**config.mk**
```make
export PLATFORM = sky130hd
export DESIGN_NAME = input_debouncer
export DESIGN_NICKNAME = d
export VERILOG_FILES = /design/src/rtl/input_debouncer.sv
export SDC_FILE = /design/constraint.sdc
export NUM_CORES = 1
export LEC_CHECK = 0
export ABC_AREA = 1
export CAP_MARGIN = 10
export CORE_ASPECT_RATIO = 2
export CORE_MARGIN = 2
export CORE_UTILIZATION = 67
export DETAILED_ROUTE_END_ITERATION = 8
export GPL_TIMING_DRIVEN = 0
export PLACE_DENSITY = 0.95
export SLEW_MARGIN = 20
export SYNTH_ARGS = -nofsm -noshare
export SYNTH_HDL_FRONTEND = slang
export SYNTH_SLANG_ARGS = --single-unit
```
**constraint.sdc**
```tcl
create_clock -name clock -period 3.7 [get_ports clock]
set_clock_uncertainty 0.05 [all_clocks]
set_input_delay 1.11 -clock clock [delete_from_list [all_inputs] [get_ports clock]]
set_output_delay 1.11 -clock clock [all_outputs]
set_load 0.01 [all_outputs]
```
**src/rtl/input_debouncer.sv**
```systemverilog
// input_debouncer: synchronises and debounces five push-buttons and one slide
// switch into the clock domain, with optional one-cycle press pulses.
// Optional feature macro: INPUT_DEBOUNCER_PULSE_EN enables buttons_pressed
// generation; when undefined, buttons_pressed is tied to zero.
module input_debouncer #(
    parameter int unsigned DEBOUNCE_CYCLES = 250000,
    parameter int unsigned CNT_W = (DEBOUNCE_CYCLES > 1) ? $clog2(DEBOUNCE_CYCLES) : 1
) (
    input  logic       clock,
    input  logic       reset,
    input  logic [4:0] raw_buttons,
    input  logic       raw_switch,
    output logic [4:0] buttons,
    output logic       switch,
    output logic [4:0] buttons_pressed
);

    localparam int unsigned NCH = 6;
    localparam logic [CNT_W-1:0] CNT_MAX = CNT_W'(DEBOUNCE_CYCLES - 1);

    logic [NCH-1:0]   raw_all;
    logic [NCH-1:0]   s1;
    logic [NCH-1:0]   s2;
    logic [NCH-1:0]   stab;
    logic [CNT_W-1:0] cnt [NCH];

    // Channel 5 is the switch; channels 4..0 are the buttons.
    assign raw_all = {raw_switch, raw_buttons};

    // Two-flop synchroniser for every raw pin.
    always_ff @(posedge clock) begin
        if (!reset) begin
            s1 <= '0;
            s2 <= '0;
        end else begin
            s1 <= raw_all;
            s2 <= s1;
        end
    end

    // Per-channel stability counter: accept s2 only after it differs from
    // stab on DEBOUNCE_CYCLES consecutive edges; any agreement clears the count.
    always_ff @(posedge clock) begin
        if (!reset) begin
            stab <= '0;
            for (int unsigned i = 0; i < NCH; i++) begin
                cnt[i] <= '0;
            end
        end else begin
            for (int unsigned i = 0; i < NCH; i++) begin
                if (s2[i] == stab[i]) begin
                    cnt[i] <= '0;
                end else if (cnt[i] == CNT_MAX) begin
                    stab[i] <= s2[i];
                    cnt[i]  <= '0;
                end else begin
                    cnt[i] <= cnt[i] + CNT_W'(1);
                end
            end
        end
    end

    assign buttons = stab[4:0];
    assign switch  = stab[5];

`ifdef INPUT_DEBOUNCER_PULSE_EN
    logic [4:0] buttons_q;
    logic [4:0] pressed_q;

    // Registered rising-edge detect on the debounced button levels.
    always_ff @(posedge clock) begin
        if (!reset) begin
            buttons_q <= '0;
            pressed_q <= '0;
        end else begin
            buttons_q <= stab[4:0];
            pressed_q <= stab[4:0] & ~buttons_q;
        end
    end

    assign buttons_pressed = pressed_q;
`else
    assign buttons_pressed = '0;
`endif

endmodule

```
Yosys cells after proc, flatten, opt, wreduce, memory -nomap -nowiden
Memories as Yosys holds them, arrays and structs flattened. Cells that the tools add are included.

Memories kept: 1. Input port bits: 8. RAM bits: 108. Output and inout bits: 11. Word-level logic and storage cells: 142. Flip-flop bits (word level): 18.

Bitwise logic cells: 24. Muxes and demuxes: 85. Equal/unequal tests: 12. Reductions and logical operators: 6. $add $sub $neg: 6.

Memories: cnt (depth 6, bits a word 18, rd ports 6, clocked after Yosys merged registers in 0, wr ports 6, line 25) `logic [CNT_W-1:0] cnt [NCH];`.

Operators with widths (number): 18-bit two-way mux (18); 18-bit by 1-bit adder with 18-bit output, second input constant (6); 18-bit equality test, second input constant (6); 1-bit two-way mux (67); 1-bit OR (18); 2-bit AND reduction (6); 1-bit equality test (6); 1-bit inverter (6).

Longest topological paths before layout
Gate-level depths: netlist of run 1. An unclocked memory read counts as a cell.

Depth after elaboration: 8. Depth in mapped cells: 9. Gate-level depth less buffers: 9.

Worst setup path after synthesis of run 1
OpenSTA, ideal clock, no wires.

Path kind: input port to flip-flop. Start: in reset. End: mem cnt[5][16] (netlist name) (data pin). Buffers on the path: 2. Data arrival time: 1.658 ns. Setup slack: 1.731 ns. Data required time: 3.389 ns. Stages: 6. Setup time: 0.261 ns. Cells stage by stage: buf_2 -> nand2_1 -> nor2_1 -> nand2_2 -> buf_6 -> a21oi_1.

RTL lines: from (decl) (line 10) `input logic reset,`; to (decl) (line 25).

Worst setup path in the final report of run 1
Start: reg stab[2]. End: out buttons[2].

RTL lines: from (decl) (line 24) `logic [NCH-1:0] stab;`; from (signal, indexed assignment) (line 54) `stab[i] <= s2[i];`; to (decl) (line 13) `output logic [4:0] buttons,`.

No word-level cell between the ends.

==> results of run 1 <==
## metal layers
metal | vias to the layer above | global-route usage | share of wire
met5 | - | 0 | 0
met4 | 0 | 0.201 | 0.048
met3 | 86 | 0.0552 | 0.043
met2 | 272 | 0.607 | 0.56
met1 | 3016 | 0.283 | 0.34
li1 | 3127 | - | -
## metrics by stage
step	worst slack, ns	hold WS (ns)	util	power [W]
after floorplan	1.73	0.340	-	0.00179
after global placement	0.872	0.344	0.753	0.00183
after detailed placement	0.862	0.352	0.753	0.00184
after CTS	1.12	0.368	0.815	0.00365
after global routing	1.09	0.392	0.815	0.00375
final	1.11	0.366	0.815	0.00366
## worst max path at each step
stage / startpoint / endpoint / slack [ns] / cells past startpoint
after floorplan: reset / cnt[5][16]$_SDFFCE_PN0P_ / 1.73 / 6
after global placement: reset / cnt[5][17]$_SDFFCE_PN0P_ / 0.87 / 7
after detailed placement: reset / cnt[5][17]$_SDFFCE_PN0P_ / 0.86 / 7
after CTS: stab[2]$_SDFFE_PN0P_ / buttons[2] / 1.12 / 1
after global routing: stab[5]$_SDFFE_PN0P_ / switch / 1.09 / 1
final: stab[2]$_SDFFE_PN0P_ / buttons[2] / 1.11 / 1
## cells by family after synthesis
group | Yosys count
adders and majority gates | 6
other | 2
AOI/OAI and AO/OA | 94
DFF | 126
buffers and inverters | 123
xor gates and xnor gates | 31
and+or+nand+nor | 524
## synthesized netlist by cell type, types with 2 or more instances
library cell,n
a21oi_1,66
buf_4,6
buf_6,5
conb_1,2
dfxtp_1,18
edfxtp_1,108
ha_1,6
inv_1,110
nand2_1,234
nand2_2,5
nand3_1,56
nand3b_1,3
nand4_1,24
nor2_1,176
nor2_2,5
nor2_4,3
nor3_1,7
o21ai_0,27
or2_0,2
or2_2,7
xnor2_1,10
xor2_1,21
## layout make-up
type | count | area (um^2) | area share
Buffer | 13 | 110 | 0.0129
Timing Repair Buffer | 13 | 130 | 0.0152
Multi-Input combinational cell | 768 | 3460 | 0.406
Clock inverter | 15 | 220 | 0.0258
Sequential cell | 126 | 3600 | 0.422
Tap cell | 137 | 171 | 0.0201
Clock buffer | 17 | 425 | 0.0498
Inverter | 110 | 413 | 0.0484
## power by group through the flow
stage	clock [W]	sequential [W]	combinational (W)
after floorplan	0	0.00167	0.000118
after global placement	0	0.00168	0.000143
after detailed placement	0	0.00169	0.000149
after CTS	0.00184	0.00166	0.000154
after global routing	0.00190	0.00167	0.000184
final	0.00183	0.00166	0.000162
## placed cells by master (no fill, tap or decap), drive strengths merged
master / count
a21oi: 66
buf: 12
bufinv: 5
clkbuf: 18
clkdlybuf4s50: 13
clkinv: 9
clkinvlp: 1
conb: 113
dfxtp: 18
edfxtp: 108
ha: 6
inv: 110
nand2: 240
nand3: 57
nand3b: 3
nand4: 24
nor2: 184
nor3: 7
o21ai: 28
or2: 9
xnor2: 10
xor2: 21
## sequential cells by signal, indices dropped and copies added, names as in the netlist
signal,flops
s2,6
cnt,108
stab,6
s1,6
==> impl_metrics.ini, run 1 <==
[run_status]
outcome = complete, no violations

[cts]
cts_buffers = 17
clock-sinks = 126
htreeDepth = 4
post_cts_buffers = 0
ctsRootBufferMaster = clkbuf_16
hold_buffers = 0
clkTransAtPathRegs_ns = 0.06
clk_path_buf_depth = 2
cts_tree = done
worstSkewPairLatency_ns = 0.43
ctsResizeCount = 0

[floorplanning]
ios = 19
dieArea_um2 = 11600
die_h_um = 150
fp.dieW_um = 77.2
core_area_um2 = 10500
initial_core_util = 0.684
rows = 53

[routing]
drt_first_pass_iters = 7
detail-route-antenna-nets = 0
routed-via-count = 6501
drcViolationCount = 0
drt_iter0_markers = 464
routed_wl_um = 16900
post_drt_via_cell_ratio = 5.42
avgRoutedWirePerCell_um = 14.1

[sta]
hold_viol = 0
period_share = 0.699
timing.fmax_mhz = 387
setup-tns-final_ns = 0
rsz0062_at_grt = false
drv_slew = 0
setup_viol = 0
layout_min_cycle_time_ns = 2.59

[flow_run]
drv_cap = 0

[setup_path]
path_cells = clkdlybuf4s50_1
reg2reg_setup_slack_ns = 1.47
crit_family = buffers and inverters
cp-start-kind = register
r2r_end = cnt[3][10]$_SDFFCE_PN0P_
cp_slowest_cell = clkdlybuf4s50_1
crit_fanout = 4
required_ns = 2.54
reg2regPathDepth = 9
timing.rr.start = cnt[3][0]$_SDFFCE_PN0P_
path_class = reg -> out
path_buf_inv = 1
critPathArrivalTime_ns = 1.43
cp-end-kind = primary output
slowest_delay_ns = 0.58

[logic_synthesis]
synthFlopType = edfxtp_1
synthCells = 906
seq_area_frac_synth = 0.503
yosysTopAreaCell = edfxtp_1
synth_top_family_by_area = simple AND/OR/NAND/NOR gates
muxShareOfSynthArea = 0
syn_area_um2 = 7170
yosysWarnings = 0
synth_compound_area_frac = 0.0672
synth.top_cells.by_area = edfxtp_1 45%, nand2_1 12%, nor2_1 9.2%
synthAdderAreaFrac = 0.0105
synth-xor-area-share = 0.0379
ys_ff_latch = 126
synth_edf_count = 108
synth-simple-area-share = 0.308
synth_top_area_frac = 0.452
ys_types = 27
async_flop_share = 0
avgSynthCellArea_um2 = 7.91

[power]
p_int_w = 0.00285
pwr-share-clk = 0.501
vdd_drop_max_uv = 448
comb_power_share = 0.044
p_sw_w = 0.000813
switching_share = 0.222
p_per_area_nw_per_um2 = 429
p_seq_frac = 0.454
power_leakage_nw = 3.49

[place]
dpl_cell_area_um2 = 7890
gp_congestion = 0.943
placed_cells = 1167
dp_hpwl_um = 11300
portBuffers = 13

[worst_hold_path]
hp-class = reg -> reg
min_from = s1[3]$_SDFF_PN0_
worstHoldPathCells = 2
holdPathEnd = s2[3]$_SDFF_PN0_

[finish]
area_growth_pct = 19.0
fin_cells = 1199
layout-drive-gt1-share = 0.0621
n_fill_cell = 656
diodes = 0
layout.nets = 1063
stdcell_area_um2 = 8530

[global_routing]
grt_max_degree = 17
grt_use_total = 0.310
grt_pass1_wl_um = 28000
gr-total-overflow = 0
grt_pass1_vias = 6512
antenna_found_initial = 0
No activity file was read; power rests on OpenSTA's default activity.
==> run 2: changes to the inputs <==
- CORE_UTILIZATION: 67 -> 62
- PLACE_DENSITY: 0.95 -> 0.91
- clock period: 3.7 -> 2.6 ns (I/O delays scaled with it)
==> run 2 against run 1 <==
Net effect:
- sequential cell count did not move
- total power rose by 34%
- sequential share of layout area rose by 0.23 points
- register-to-register slack got worse by 0.92 ns
- critical path depth rose by 6
- worst hold slack got worse by 0.0076 ns
- routed wire length fell by 8.4%
- cell area fell by 0.54%
- first-iteration DRC count rose by 0.86%
- sequential power rose by 42%
- combinational power rose by 38%
- count of clock-buffer cells in the layout rose by 8
- critical path type is now in -> reg
- critical endpoint is now cnt[5][17]$_SDFFCE_PN0P_
==> impl_metrics.ini, run 2 (synthesized netlist as in run 1, its figures left out) <==
[run_status]
outcome = complete, no violations

[sta]
hold_viol = 0
rsz0062_at_grt = false
setup_viol = 0
drv_slew = 0
timing.fmax_mhz = 446
period_share = 0.862
layout_min_cycle_time_ns = 2.24
setup-tns-final_ns = 0

[floorplanning]
core_area_um2 = 11300
die_h_um = 156
initial_core_util = 0.635
dieArea_um2 = 12500
fp.dieW_um = 80.0
rows = 55
ios = 19

[cts]
cts_tree = done
ctsResizeCount = 0
htreeDepth = 4
clock-sinks = 126
post_cts_buffers = 0
worstSkewPairLatency_ns = 0.42
ctsRootBufferMaster = clkbuf_16
clkTransAtPathRegs_ns = 0.05
hold_buffers = 0
cts_buffers = 17
clk_path_buf_depth = 2

[finish]
fin_cells = 1204
area_growth_pct = 18.4
multi_input_area_um2 = 3460
layout-drive-gt1-share = 0.0612
seqCellArea_um2 = 3600
regMostFlops = cnt
layout_commonest_cell = nand2_1
fin_util = 0.752
largest_reg_flops = 108
layout.nets = 1063
diodes = 0
final_cell_mix = 234 x nand2_1, 176 x nor2_1, 113 x conb_1
n_fill_cell = 813

[global_routing]
grt_max_degree = 17
grt_pass1_wl_um = 26200
gr-total-overflow = 0
antenna_found_initial = 0
grt_use_total = 0.268
grt_pass1_vias = 6249

[setup_path]
reg2regPathDepth = 9
path_cells = clkdlybuf4s50_1, buf_2, nand2_1, nor2_1, nand2_2, buf_6, a21oi_1
r2r_end = cnt[4][0]$_SDFFCE_PN0P_
crit_fanout = 10
cp-start-kind = primary input
crit_family = buffers and inverters
path_buf_inv = 3
timing.rr.start = cnt[4][0]$_SDFFCE_PN0P_
slowest_delay_ns = 0.63
cp_slowest_cell = clkdlybuf4s50_1
timing.critical_path.from = reset
path_class = in -> reg
reg2reg_setup_slack_ns = 0.55
cp-end-kind = register
critPathArrivalTime_ns = 2.43
required_ns = 2.79

[routing]
drcViolationCount = 0
drt_first_pass_iters = 5
post_drt_via_cell_ratio = 5.22
routed-via-count = 6281
drt_iter0_markers = 468
routed_wl_um = 15500
detail-route-antenna-nets = 0
avgRoutedWirePerCell_um = 12.9

[power]
vdd_drop_max_uv = 552
p_per_area_nw_per_um2 = 580
power_leakage_nw = 3.47

[worst_hold_path]
hp-class = reg -> reg
min_from = s1[2]$_SDFF_PN0_
worstHoldPathCells = 2
holdPathEnd = s2[2]$_SDFF_PN0_

[place]
gp_congestion = 0.950
dp_hpwl_um = 11000
portBuffers = 13
placed_cells = 1172

[flow_run]
drv_cap = 0
run 2: cell count changes in the layout (fill, tap and decap cells not counted), sizes merged:
cell    delta
inv        +2
clkbuf     +8
bufinv     -5
clkinv     -5
run 2: area by class of cell:
| cell class | count | share of cell area |
|---|---|---|
| multi-input cells | 768 | 0.408 |
| well taps | 142 | 0.0209 |
| clock buffers | 25 | 0.0647 |
| plain buffers | 13 | 0.0130 |
| repair buffers | 13 | 0.0153 |
| flip-flops and latches | 126 | 0.425 |
| clock inverters | 7 | 0.00516 |
| inverters | 110 | 0.0486 |
run 2: per-stage QoR:
stage          cell area (um^2)  hold WS (ns)  setup slack (ns)  total power (W)
2_1_floorplan              7590         0.340             0.929          0.00254
3_3_place_gp               7900         0.343            0.0974          0.00260
3_5_place_dp               7900         0.345            0.0209          0.00261
4_1_cts                    8490         0.358             0.380          0.00491
5_1_grt                    8490         0.383             0.244          0.00507
6_report                   8490         0.358             0.358          0.00492
run 2: tightest hold or removal path: stages (launching register included):
cell and delay, ns:
dfxtp_1 0.30, nand2_1 0.04, inv_1 0.04
run 2: layer usage:
metal | GRT usage | wire length (um) | up-vias
met5 | 0 | 0 | -
met4 | 0.157 | 675 | 0
met3 | 0.0503 | 526 | 73
met2 | 0.510 | 8720 | 199
met1 | 0.255 | 5600 | 2885
li1 | - | - | 3124
run 2: worst max-delay path by stage:
stage	endpoint	slack [ns]	cells after the start
final	cnt[5][17]$_SDFFCE_PN0P_	0.36	7
after global routing	cnt[5][17]$_SDFFCE_PN0P_	0.24	7
after CTS	cnt[5][17]$_SDFFCE_PN0P_	0.38	7
after detailed placement	cnt[5][17]$_SDFFCE_PN0P_	0.02	7
after global placement	cnt[0][17]$_SDFFCE_PN0P_	0.1	6
after floorplan	cnt[3][10]$_SDFFCE_PN0P_	0.93	9
run 2: power by group:
part           switching (W)  internal [W]  leakage [nW]
combinational       0.000147     0.0000762          1.92
sequential         0.0000876       0.00228          1.26
clock               0.000868       0.00146         0.295
